File: src/rtl/instruction_fetch_if.sv
// Fetch-stage bus: instruction memory address/data plus the decode
// valid/ready handshake, redirect input and status flags.
interface instruction_fetch_if #(
    parameter int data_length = 32,
    parameter int AW          = 6
);
    logic [AW-1:0]          imem_addr;
    logic [data_length-1:0] imem_rdata;
    logic                   dec_ready;
    logic                   if_valid;
    logic [data_length-1:0] if_instr;
    logic [AW-1:0]          if_pc;
    logic                   redirect;
    logic [AW-1:0]          redirect_addr;
    logic                   halted;
    logic                   pc_wrap;

    // Fetch stage side.
    modport master (
        output imem_addr, if_valid, if_instr, if_pc, halted, pc_wrap,
        input  imem_rdata, dec_ready, redirect, redirect_addr
    );

    // Memory/decoder side.
    modport slave (
        input  imem_addr, if_valid, if_instr, if_pc, halted, pc_wrap,
        output imem_rdata, dec_ready, redirect, redirect_addr
    );
endinterface

File: src/rtl/instruction_fetch.sv
// Fetch stage: owns the PC, drives the instruction memory address and holds
// the fetched word in an instruction register until decode accepts it.
// Supports back-pressure, branch redirect and a HALT opcode that stops fetch.
module instruction_fetch #(
    parameter  int data_length = 32,
    parameter  int mem_length  = 64,
    parameter  int START_ADDR  = 1,
    localparam int AW          = $clog2(mem_length)
) (
    input  logic                clk,
    input  logic                rst,
    instruction_fetch_if.master bus
);

    localparam logic [4:0] HALT_OP = 5'b11111;

    typedef enum logic [1:0] {
        PRIME,
        FETCH,
        HALTWAIT,
        HALTED
    } state_e;

    state_e                 state_q, state_d;
    logic [AW-1:0]          pc_q, pc_d;
    logic [AW-1:0]          if_pc_q, if_pc_d;
    logic [data_length-1:0] if_instr_q, if_instr_d;
    logic                   if_valid_q, if_valid_d;
    logic                   halted_q, halted_d;
    logic                   pc_wrap_q, pc_wrap_d;

    logic accept;
    logic advance;
    logic is_halt;
    logic pc_at_end;

    assign accept    = if_valid_q & bus.dec_ready;
    // The holding slot is either empty or being emptied this cycle.
    assign advance   = !if_valid_q | accept;
    assign is_halt   = (bus.imem_rdata[data_length-1 -: 5] == HALT_OP);
    assign pc_at_end = (pc_q == AW'(mem_length - 1));

    // Next-state logic for the fetch FSM and its datapath registers.
    always_comb begin
        // NOTE: every target gets a default first so no path infers a latch.
        state_d    = state_q;
        pc_d       = pc_q;
        if_pc_d    = if_pc_q;
        if_instr_d = if_instr_q;
        if_valid_d = if_valid_q;
        halted_d   = halted_q;
        pc_wrap_d  = 1'b0;

        case (state_q)
            PRIME: begin
                // Forces an address change so memory read data re-evaluates.
                pc_d    = AW'(START_ADDR);
                state_d = FETCH;
            end
            FETCH: begin
                if (advance) begin
                    if_instr_d = bus.imem_rdata;
                    if_pc_d    = pc_q;
                    if_valid_d = 1'b1;
                    if (is_halt) begin
                        // PC stays on the HALT word's address.
                        state_d = HALTWAIT;
                    end else begin
                        pc_d      = pc_at_end ? '0 : pc_q + AW'(1);
                        pc_wrap_d = pc_at_end;
                    end
                end
            end
            HALTWAIT: begin
                if (accept) begin
                    if_valid_d = 1'b0;
                    halted_d   = 1'b1;
                    state_d    = HALTED;
                end
            end
            HALTED: begin
                // Fetch stopped; everything holds until a redirect.
            end
            default: state_d = PRIME;
        endcase

        // Redirect overrides everything except the post-reset prime cycle,
        // dropping the held word even if it is accepted this same cycle.
        if (bus.redirect && (state_q != PRIME)) begin
            pc_d       = bus.redirect_addr;
            if_valid_d = 1'b0;
            halted_d   = 1'b0;
            pc_wrap_d  = 1'b0;
            state_d    = FETCH;
        end
    end

    // State and datapath registers with asynchronous reset.
    always_ff @(posedge clk or posedge rst) begin
        if (rst) begin
            state_q    <= PRIME;
            pc_q       <= '0;
            if_pc_q    <= '0;
            if_instr_q <= '0;
            if_valid_q <= 1'b0;
            halted_q   <= 1'b0;
            pc_wrap_q  <= 1'b0;
        end else begin
            // NOTE: non-blocking so all registers update from pre-edge values.
            state_q    <= state_d;
            pc_q       <= pc_d;
            if_pc_q    <= if_pc_d;
            if_instr_q <= if_instr_d;
            if_valid_q <= if_valid_d;
            halted_q   <= halted_d;
            pc_wrap_q  <= pc_wrap_d;
        end
    end

    assign bus.imem_addr = pc_q;
    assign bus.if_valid  = if_valid_q;
    assign bus.if_instr  = if_instr_q;
    assign bus.if_pc     = if_pc_q;
    assign bus.halted    = halted_q;
    assign bus.pc_wrap   = pc_wrap_q;

endmodule

File: src/flat_wrapper.sv
// flat-port wrapper written by rule: the top's interface ports become plain ports
module instruction_fetch_flat 
#(
    parameter  int data_length = 32,
    parameter  int mem_length  = 64,
    parameter  int START_ADDR  = 1,
    localparam int AW          = $clog2(mem_length)
)
  (clk, rst, bus_imem_addr, bus_if_valid, bus_if_instr, bus_if_pc, bus_halted, bus_pc_wrap, bus_imem_rdata, bus_dec_ready, bus_redirect, bus_redirect_addr);
  instruction_fetch_if #(.data_length(data_length), .AW(6)) bus_i ();
  input  logic clk;
  input  logic rst;
  output wire logic [$bits(bus_i.imem_addr)-1:0] bus_imem_addr;
  output wire logic [$bits(bus_i.if_valid)-1:0] bus_if_valid;
  output wire logic [$bits(bus_i.if_instr)-1:0] bus_if_instr;
  output wire logic [$bits(bus_i.if_pc)-1:0] bus_if_pc;
  output wire logic [$bits(bus_i.halted)-1:0] bus_halted;
  output wire logic [$bits(bus_i.pc_wrap)-1:0] bus_pc_wrap;
  input wire logic [$bits(bus_i.imem_rdata)-1:0] bus_imem_rdata;
  input wire logic [$bits(bus_i.dec_ready)-1:0] bus_dec_ready;
  input wire logic [$bits(bus_i.redirect)-1:0] bus_redirect;
  input wire logic [$bits(bus_i.redirect_addr)-1:0] bus_redirect_addr;
  assign bus_imem_addr = bus_i.imem_addr;
  assign bus_if_valid = bus_i.if_valid;
  assign bus_if_instr = bus_i.if_instr;
  assign bus_if_pc = bus_i.if_pc;
  assign bus_halted = bus_i.halted;
  assign bus_pc_wrap = bus_i.pc_wrap;
  assign bus_i.imem_rdata = bus_imem_rdata;
  assign bus_i.dec_ready = bus_dec_ready;
  assign bus_i.redirect = bus_redirect;
  assign bus_i.redirect_addr = bus_redirect_addr;
  instruction_fetch #(.data_length(data_length), .mem_length(mem_length), .START_ADDR(START_ADDR)) u_core (.clk(clk), .rst(rst), .bus(bus_i));
endmodule
File: config.mk
export PLATFORM = sky130hd
export DESIGN_NAME = instruction_fetch_flat
export DESIGN_NICKNAME = d
export VERILOG_FILES = /design/src/rtl/instruction_fetch_if.sv /design/src/rtl/instruction_fetch.sv /design/src/flat_wrapper.sv
export SDC_FILE = /design/constraint.sdc
export NUM_CORES = 1
export LEC_CHECK = 0
export CAP_MARGIN = 10
export CORE_MARGIN = 5
export CORE_UTILIZATION = 45
export CTS_BUF_LIST = sky130_fd_sc_hd__clkbuf_4 sky130_fd_sc_hd__clkbuf_8
export DETAILED_ROUTE_END_ITERATION = 12
export GPL_TIMING_DRIVEN = 0
export MAX_ROUTING_LAYER = met4
export PLACE_DENSITY = 0.93
export SLEW_MARGIN = 40
export SYNTH_ARGS = -nofsm -noshare
export SYNTH_HDL_FRONTEND = slang
export SYNTH_SLANG_ARGS = --single-unit
File: constraint.sdc
create_clock -name clk -period 2.15 [get_ports clk]
set_input_delay 0.645 -clock clk [delete_from_list [all_inputs] [get_ports clk]]
set_output_delay 0.645 -clock clk [all_outputs]
set_load 0.005 [all_outputs]
==> reports/qor.yml <==
cts_setup_buffers: 0
num_rows: 25
final.setup.tns_ns: 0
ys_async_sr_fraction_pct: 100
power.density_mw_per_mm2: 1430
grt_setup_unrepaired: "no"
clock_sink_count: 49
cts_tree: "built"
drive_gt1_share_pct: 20.8
min_path_type: "register to register"
worstPathMaxFanout: 7
ios: 89
status: "finished clean"
drv_slew: 0
antenna_found_initial: 0
rr_startpoint: "u_core.state_q[1]"
hold_ws_ns: 0.498
clk_pin_slew_ns: 0.08
finalSetupViolations: 0
routed_via_density: 5.10
core_mm2: 0.00479
dp_hpwl_um: 4050
arrival_ns: 2.12
ys_types: 41
cap_violations: 0
cts_resized: 0
rr_worst_depth: 6
critPathKind: "input port to register"
ys_ff_latch: 49
slew_headroom_pct: 67.6
syn_nets: 211
synthFlopType: "dfrtp_1"
remaining_drc_errors: 0
max_freq_ghz: 0.516
initial_utilization_pct: 46.9
post_drt_wl_per_cell_um: 15.8
insertion_delay_ns: 0.29
final_nets: 307
grt_start_max_net_pins: 26
die_h_um: 80.6
cp.required_ns: 2.33
hold_buffers: 0
cts_buffer_depth: 2
leakagePower_nw: 1.44
peakVddDrop_v: 0.000649
numCtsBuffers: 5
crit_path_end: "u_core.bus.imem_addr[0]"
fin_ws_ns: 0.214
synthCells: 164
antennaDiodeCount: 0
num-fill-cells: 342
r2r-end: "u_core.bus.imem_addr[0]"
finalCritPeriodShare_pct: 90.1
syn_area_per_cell_um2: 13.7
cp-start-kind: "input port"
synth_warnings: 0
hold_viol: 0
dieArea_mm2: 0.00650
root_buffer: "clkbuf_8"
io_buffers: 88
syn2layout_area_growth_pct: 48.6
syn_area_mm2: 0.00225
grt_pass1_vias: 1699
grt_pass1_wl_um: 8320
die_x_um: 80.6
dp_slack_ns: -0.0934
firstDrtPassIters: 4
seq_area_frac_synth_pct: 54.6
overflow: 0
synth-edff-count: 0
worst_slew_pin_slew_ns: 0.483
crit_start: "bus_dec_ready"
wl_um: 5170
post-route-min-period_ns: 1.94
num_vias: 1667
first_iter_violations: 55
antenna_left: 0
cts.htree.levels: 2
gp_congestion: 0.845
min_path_cells: 1
ff2ff_setup_slack_ns: 0.33
cp-end-kind: "register"
skew_ns: 0.00391
grt_usage_pct: 17.1
## cells in the final DEF, fill, tap and decap left out, types with 4 or more instances in the layout
cell type        Yosys  layout
a22o_1               5       5
mux2_1               6       6
mux2_4              10      10
ha_1                 5       5
clkbuf_8             0       5
o211ai_1             4       4
inv_1                5       4
clkdlybuf4s50_1      0      88
dfrtp_1             49      49
nor2_1               4       4
mux2_2              23      23
nand2_1              8       8
## layer usage
layer  share of wire [%]  vias up  track usage [%]
li1                    -      790                -
met1                  41      817             20.4
met2                  51       56             30.0
met3                 7.9        4             3.92
met4                0.66        0             3.04
met5                   0        -                -
## cells by family (layout without fill, tap and decap cells)
family	Yosys count	after routing	share of synthesized area [%]
buf+inv	11	107	2.95
compound gates	31	31	11.2
mux	39	39	21.2
simple gates	29	29	7.24
flops	49	49	54.6
fa+ha+maj	5	5	2.79
## layout make-up
| class | instances | area (um2) | area share [%] |
|---|---|---|---|
| Sequential cell | 49 | 1230 | 36.7 |
| Multi-Input combinational cell | 104 | 953 | 28.6 |
| Timing Repair Buffer | 89 | 901 | 27.0 |
| Tap cell | 67 | 83.8 | 2.51 |
| Clock buffer | 5 | 68.8 | 2.06 |
| Buffer | 5 | 43.8 | 1.31 |
| Clock inverter | 2 | 35.0 | 1.05 |
| Inverter | 6 | 25.0 | 0.750 |
## sequential cells by signal, indices dropped and copies added (netlist names)
| signal | count |
|---|---|
| u_core.state_q | 2 |
| u_core.bus.if_instr | 32 |
| u_core.bus.imem_addr | 6 |
| u_core.bus.pc_wrap | 1 |
| u_core.bus.if_pc | 6 |
| u_core.bus.if_valid | 1 |
| u_core.bus.halted | 1 |
## metrics by stage
stage / cells / power (mW) / utilization (%) / instance area [um2]
after global routing: 327 / 5.13 / 69.7 / 3340
after detailed placement: 320 / 4.21 / 67.6 / 3230
after CTS: 327 / 4.85 / 69.7 / 3340
final: 327 / 4.77 / 69.7 / 3340
after global placement: 319 / 4.10 / 67.1 / 3210
after floorplan: 164 / 3.00 / - / 2250
## Yosys cell counts, drive strengths merged, types with 2 or more instances
master	count	share of area, %
o211ai	4	1.3
and3	3	0.84
nand3	3	0.67
dfrtp	49	55
o21ai	4	0.89
nand2	10	2.1
a21oi	3	0.67
a31oi	2	0.56
o221ai	2	0.78
nor2b	2	0.56
a22o	5	1.9
inv	6	1.0
ha	5	2.8
buf	5	1.9
nor2	4	0.67
mux2	39	21
## how the worst min path moves through the flow
stage | start | slack [ns] | end
floorplan | u_core.bus.if_pc[2] | 0.48 | u_core.bus.if_pc[2]
global placement | u_core.bus.if_pc[2] | 0.47 | u_core.bus.if_pc[2]
detailed placement | u_core.bus.if_instr[1] | 0.48 | u_core.bus.if_instr[1]
CTS | u_core.bus.if_instr[1] | 0.50 | u_core.bus.if_instr[1]
global route | u_core.bus.if_instr[31] | 0.53 | u_core.bus.if_instr[31]
finish | u_core.bus.if_instr[5] | 0.50 | u_core.bus.if_instr[5]
## report_power, final
group	internal, mW	switching (mW)
logic	1.61	0.895
clock network	0.338	0.281
registers	1.36	0.281
total	3.31	1.46
## critical path, cell delays in order
cell and delay, ns:
clkdlybuf4s50_1 0.52, nand2b_1 0.18, a21boi_4 0.28, o21a_4 0.19
mux2_4 0.30
(Power assumes the default switching activity.)
